===== src/rtl/instr_exec_ctrl.sv =====
// Three-cycle instruction executor (IDLE/READ/EXEC) with a 32x32 register file and program counter.
// Statistics counters are built only when INSTR_EXEC_STATS_EN is defined; otherwise the ports read zero.
module instr_exec_ctrl #(
  parameter logic [31:0] PC_RESET = 32'h0000_0000
) (
  input  logic        clk,
  input  logic        rst,
  input  logic        instr_valid,
  output logic        instr_ready,
  input  logic [15:0] instr_data,
  input  logic        ld_en,
  input  logic [4:0]  ld_addr,
  input  logic [31:0] ld_data,
  input  logic [4:0]  dbg_addr,
  output logic [31:0] dbg_data,
  output logic [31:0] pc_o,
  output logic        busy,
  output logic        done,
  output logic [15:0] instr_cnt,
  output logic [15:0] jmp_taken_cnt,
  output logic [1:0]  dbg_state
);

  typedef enum logic [1:0] {
    IDLE = 2'd0,
    READ = 2'd1,
    EXEC = 2'd2
  } state_t;

  state_t      state, state_nxt;
  logic [15:0] instr_q;
  logic [31:0] rf [0:31];
  logic [31:0] op1_q, op2_q;
  logic [31:0] pc_q;
  logic        accept;

  logic        is_jmp, is_cond;
  logic [4:0]  reg1, reg2, regd;
  logic [1:0]  cc;
  logic [31:0] addr_ext;

  assign is_jmp   = instr_q[15];
  assign is_cond  = instr_q[12];
  assign reg1     = instr_q[14:10];
  assign reg2     = instr_q[9:5];
  assign regd     = instr_q[4:0];
  assign cc       = instr_q[11:10];
  assign addr_ext = {22'd0, instr_q[9:0]};

  // Handshake: a transfer happens on a rising edge where instr_valid && instr_ready;
  // ready is offered only in IDLE while no load is requested, so a load wins the cycle.
  assign instr_ready = (state == IDLE) && !ld_en;
  assign accept      = instr_valid && instr_ready;

  assign busy      = (state != IDLE);
  assign done      = (state == EXEC);
  assign pc_o      = pc_q;
  assign dbg_data  = rf[dbg_addr];
  assign dbg_state = state;

  always_comb begin
    state_nxt = state;
    case (state)
      IDLE:    if (accept) state_nxt = READ;
      READ:    state_nxt = EXEC;
      EXEC:    state_nxt = IDLE;
      default: state_nxt = IDLE;
    endcase
  end

  always_ff @(posedge clk or posedge rst) begin
    if (rst) state <= IDLE;
    else     state <= state_nxt;
  end

  always_ff @(posedge clk or posedge rst) begin
    if (rst)         instr_q <= 16'h0000;
    else if (accept) instr_q <= instr_data;
  end

  // JmpC reuses op1 for its condition register so EXEC has a single operand path.
  always_ff @(posedge clk or posedge rst) begin
    if (rst) begin
      op1_q <= 32'h0;
      op2_q <= 32'h0;
    end else if (state == READ) begin
      op1_q <= is_jmp ? rf[{3'b000, cc}] : rf[reg1];
      op2_q <= rf[reg2];
    end
  end

  always_ff @(posedge clk or posedge rst) begin
    if (rst) begin
      for (int i = 0; i < 32; i++) rf[i] <= 32'h0;
    end else if ((state == IDLE) && ld_en) begin
      rf[ld_addr] <= ld_data;
    end else if ((state == EXEC) && !is_jmp && (regd != 5'd0)) begin
      rf[regd] <= op1_q + op2_q;
    end
  end

  always_ff @(posedge clk or posedge rst) begin
    if (rst) begin
      pc_q <= PC_RESET;
    end else if (state == EXEC) begin
      if (!is_jmp)             pc_q <= pc_q + 32'd1;
      else if (!is_cond)       pc_q <= pc_q + addr_ext;
      else if (op1_q != 32'h0) pc_q <= addr_ext;
      else                     pc_q <= pc_q + 32'd1;
    end
  end

`ifdef INSTR_EXEC_STATS_EN
  logic        jmp_taken;
  logic [15:0] instr_cnt_q, jmp_cnt_q;

  assign jmp_taken = is_jmp && (!is_cond || (op1_q != 32'h0));

  always_ff @(posedge clk or posedge rst) begin
    if (rst) begin
      instr_cnt_q <= 16'h0000;
      jmp_cnt_q   <= 16'h0000;
    end else if (state == EXEC) begin
      if (instr_cnt_q != 16'hFFFF)            instr_cnt_q <= instr_cnt_q + 16'd1;
      if (jmp_taken && (jmp_cnt_q != 16'hFFFF)) jmp_cnt_q <= jmp_cnt_q + 16'd1;
    end
  end

  assign instr_cnt     = instr_cnt_q;
  assign jmp_taken_cnt = jmp_cnt_q;
`else
  assign instr_cnt     = 16'h0000;
  assign jmp_taken_cnt = 16'h0000;
`endif

endmodule


===== config.mk =====
export PLATFORM = sky130hd
export DESIGN_NAME = instr_exec_ctrl
export DESIGN_NICKNAME = d
export VERILOG_FILES = /design/src/rtl/instr_exec_ctrl.sv
export SDC_FILE = /design/constraint.sdc
export NUM_CORES = 2
export LEC_CHECK = 0
export ABC_CLOCK_PERIOD_IN_PS = 45800
export BUFFER_PORTS_ARGS = -buffer_cell sky130_fd_sc_hd__buf_2
export CAP_MARGIN = 20
export CORE_UTILIZATION = 23
export DETAILED_ROUTE_END_ITERATION = 6
export PLACE_DENSITY_LB_ADDON = 0.2
export SETUP_SLACK_MARGIN = 0.2
export SLEW_MARGIN = 20
export SYNTH_ARGS = -nofsm -noshare
export SYNTH_HDL_FRONTEND = slang
export SYNTH_SLANG_ARGS = --single-unit

===== constraint.sdc =====
create_clock -name clk -period 45.8 [get_ports clk]
set_input_delay 4.58 -clock clk [delete_from_list [all_inputs] [get_ports clk]]
set_output_delay 4.58 -clock clk [all_outputs]
set_load 0.01 [all_outputs]

# Yosys cells after proc, flatten, opt, wreduce, memory -nomap -nowiden

Cells that the tools add are included.

Memories kept: 0
Flip-flop bits (word level): 1,138
Output and inout port bits: 101
ROM bits: 0
RAM bits: 0
Bits in latches: 0

Reduce and logical (&&, ||, !) cells: 14
Bitwise logic cells: 6
Order comparisons: 8
Multiply operators: 0
Add/subtract/negate cells: 3
Equal/unequal tests: 3
Muxes and demuxes: 26
Divide/modulo/power cells: 0
Shift-type cells: 0

Operators with widths:

| operator                                                             | count |
|---|---|
| 1024-bit bitwise mux                                                 | 2 |
| 1024-bit 2-to-1 mux                                                  | 2 |
| 32-bit binary-select mux with 5-bit select                           | 4 |
| 32-bit 2-to-1 mux                                                    | 14 |
| 32-bit demux with 5-bit select                                       | 2 |
| 6-bit greater-or-equal comparator, second input constant             | 6 |
| 32-bit by 1-bit adder with 32-bit output, second input constant      | 1 |
| 32-bit by 10-bit adder with 32-bit output                            | 1 |
| 32-bit adder                                                         | 1 |
| 32-bit nonzero test                                                  | 1 |
| 5-bit inverter with 6-bit output                                     | 5 |
| 6-bit by 1-bit < comparator with 1-bit output, second input constant | 2 |
| 1-bit logical AND                                                    | 7 |
| 2-bit inverter with 6-bit output                                     | 1 |
| 5-bit nonzero test                                                   | 1 |
| 2-bit one-hot mux with 2 select lines                                | 1 |
| 2-bit nonzero test                                                   | 2 |
| 2-bit by 1-bit == test with 1-bit output, second input constant      | 1 |
| 2-bit == test, second input constant                                 | 1 |
| 1-bit logical NOT                                                    | 2 |
| 2-bit logical NOT                                                    | 1 |
| 2-bit 2-to-1 mux                                                     | 1 |
| 2-bit != test, second input constant                                 | 1 |

# Longest topological paths before layout

Depth after elaboration: 8
Mapped depth: 12

# Worst setup path before layout

OpenSTA, ideal clock, no wires.

Path kind: input to output
Start: input dbg_addr[0]
End: output dbg_data[21]
Arrival time: 6,935 ps
Required time: 41,220 ps
Cell stages on the path: 7
Slack: 34,285 ps
Path buffers: 4
Path through: clkbuf_1 buf_2 buf_1 clkbuf_1 mux4_2 mux4_2 mux2_2

Longest elaborated chain between the ends: 4

RTL lines:

| what                                                   | line | source |
|---|---|---|
| from (decl)                                            | 14   | `input logic [4:0] dbg_addr,` |
| 5-bit inverter with 6-bit output (implied by the code) | 58   | `assign dbg_data = rf[dbg_addr];` |
| 32-bit binary-select mux with 5-bit select             | 58   |  |
| 32-bit 2-to-1 mux (implied by the code) (2 in a row)   | 58   |  |
| to (decl)                                              | 15   | `output logic [31:0] dbg_data,` |

No other way between the ends. The select of a mux whose other input is x is not followed.

# Worst setup path after layout

Start: input dbg_addr[0]
End: output dbg_data[23]

The elaborated chain is that of the path after synthesis.

==> metrics <==
failing checks design-rule violations; sw frac 42.7%; largest net degree at the start of global routing 163; Setup Viol. Count Final 0; initial antenna violation count 70; CTS Buffer Depth 4; VDD IR max between 0.00003 and 0.00004 V; RSZ-0062 raised after global routing no; fillers 35100; post-synthesis compound-gate area fraction about 17%; hold wc startpoint op2_q[18]$_DFFE_PP0N_; sw power 2.14 mW; setup TNS 0 ns; Worst Skew about 0.064 ns; worst flop-to-flop path startpoint instr_q[10]$_DFFE_PP0P_; fin crit share around 28%; Detail Route Antenna Nets 0; IO buf count 130; R2R cell count 11; RR Endpoint op1_q[11]$_DFFE_PP0N_; max-cap viol count 0; area grow syn2layout 14.5%; crit path kind in -> out; initial core utilization a little under a quarter; asr flop ratio synth 100%; Mapped Cells between 7000 and 8000; setup bufs post-CTS 0; top cell type's share of synthesized area 36.5%; vias 73600; remaining global-route overflow 0; largest area contributor in the netlist dfrtp_1; hold_buf cts 0; Least-Margin Pin Slew 1.32 ns; Clk pwr share around a quarter; fraction of synthesized cell area in xor and xnor cells less than 1%; clock sink count 1138; Die Span Y about 580 microns; total wire length 472000 microns; post-synthesis mux area share 30.1%; Hold Crit Depth 2; Slew Viols, Final 0; leading cell types in the layout, fill and taps excluded nor2_1, dfrtp_1, mux4_2; Yosys cell types 62; die area ~340000 sq um; ranking of synthesized cells by area dfrtp_1, mux4_2, nor2_1, a221oi_1, clkbuf_1; first-pass GRT wire length between 600000 and 700000 microns; CTS buffer count 148; sequential power share approximately 33%; Comb pwr share a little over two fifths; worst-path maximum fanout 87; Synth Register Bits between 1000 and 1500; Lkg Pwr around 33 nW; number of flops mapped to enable cells by yosys 0; initial DRC count approximately 11000; mapped cell area 78100 sq um; Post-DP HPWL 273000 microns; number of global-route vias before repair around 70000; post-synthesis sequential area ratio approximately 36%; CP required about 41 ns; startpoint class of the critical path input port; CTS clk-pin slew, worst paths 0.06 ns; main combinational cell family by area after synthesis multiplexers; Crit. End Element output port; PD cells 56.2 nW/um^2; Max Freq 77.1 MHz; CTS tree built; Hold Crit Endpoint op2_q[18]$_DFFE_PP0N_; core area between 300000 and 400000 sq um; clk_lat worst skew 0.88 ns; headroom to the max-slew limit between 10% and 20%; internal power 2.88 mW; post-synthesis simple-gate area fraction 10.6%; Root Buffer clkbuf_16; vias per inst ~6.3; CTS resizes 0; Synth Warn # 0; Row Count 213; DRT Pass-1 Iters 7; most common cell after layout, fill and taps aside nor2_1; final hold violation count 0; Primary FF master, synth dfrtp_1; hold crit path type reg -> reg; layout cells sized above 1 26.5%; post-layout min period roughly 13 ns; drt wl/cell ~41 microns; Avg Cell Area, Syn around 11 sq um; Layout Nets slightly above 7000; All-Layer GR Usage between 20% and 30%; Final Power 5.03 mW; Critical Path AT between 8 and 9 ns; worst reg-to-reg setup slack a little under 40 ns; die span in x around 580 microns; GPL Wtd Cong ~0.94; outcome finished, violations left; Synth Area in Adders less than 1%; Residual DRC 2; H-tree levels 4; Ports 163
[cell families after synthesis]
logic type | Yosys count
adders and majority gates | 44
xor gates and xnor gates | 38
DFF | 1138
buffers and inverters | 943
AOI/OAI and AO/OA | 1939
muxes | 1139
other | 1
and+or+nand+nor | 2040
[power by group through the flow]
stage	clock (mW)	combinational, mW	sequential (mW)
6_report	1.21	2.15	1.67
2_1_floorplan	0	1.47	1.48
3_3_place_gp	0	2.07	1.66
5_1_grt	1.25	2.25	1.69
4_1_cts	1.22	2.09	1.65
3_5_place_dp	0	2.09	1.66
[critical path, cell delays in order]
cell and delay, ns:
buf_8 0.48, buf_12 0.55, buf_4 0.83, mux4_2 0.60, mux4_2 0.52, mux2_2 0.37, buf_2 0.17
[sequential cells by signal, summed over array words and instances, names as in the netlist]
register / cells
rf: 1024
op1_q: 32
op2_q: 32
pc_o: 32
instr_q: 16
dbg_state: 2
[through the flow]
| step | std cells | cell area [sq um] | util, % | setup slack, ns | hold WS [ns] |
|---|---|---|---|---|---|
| after floorplan | 7313 | 78200 | - | 9.17 | 0.454 |
| after global placement | 11300 | 84400 | 25.0 | 32.85 | 0.477 |
| after detailed placement | 11300 | 84500 | 25.1 | 32.77 | 0.480 |
| after CTS | 11600 | 89200 | 26.5 | 32.77 | 0.493 |
| after global routing | 11600 | 89300 | 26.5 | 32.61 | 0.517 |
| final | 11600 | 89400 | 26.5 | 32.82 | 0.492 |
[layout make-up]
class / instances / area, sq um / area share, %
timing repair buffer: 403 / 2870 / 3.21
sequential: 1138 / 28500 / 31.9
tap: 4515 / 5650 / 6.32
antenna: 44 / 110 / 0.123
clock inverter: 29 / 298 / 0.333
multi-input combinational: 5232 / 47400 / 53.1
inverter: 16 / 67.6 / 0.0756
clock buffer: 220 / 4430 / 4.96
[routing by layer]
metal  wire length [microns]  share of wire [%]  GRT usage, %
met1                  170000                 36          31.9
met2                  206000                 44          40.2
met3                   56300                 12          9.69
met4                   39500                8.4          20.0
met5                     259              0.055         0.364
[how the worst max path moves through the flow]
stage | from | end | slack, ns | depth (start not counted)
floorplan | rst | dbg_state[0]$_DFFE_PP0P_ | 9.17 | 1
global placement | dbg_addr[0] | dbg_data[23] | 32.85 | 7
detailed placement | dbg_addr[0] | dbg_data[23] | 32.77 | 7
CTS | dbg_addr[0] | dbg_data[23] | 32.77 | 7
global route | dbg_addr[0] | dbg_data[20] | 32.61 | 7
finish | dbg_addr[0] | dbg_data[23] | 32.82 | 7
[synthesized netlist by cell type (26+ instances only)]
cell type,count
a21oi_1,451
a221o_1,53
a221oi_1,454
a22oi_1,255
a32oi_1,151
and3_1,57
buf_1,107
buf_2,32
buf_4,34
clkbuf_1,753
dfrtp_1,1138
ha_1,42
mux2_2,84
mux2i_1,95
mux4_2,960
nand2_1,454
nand3_1,36
nor2_1,1326
nor3_1,36
o21ai_0,441
o22ai_1,26
or4_1,34
Note: power is estimated with default switching activity, not from simulation.
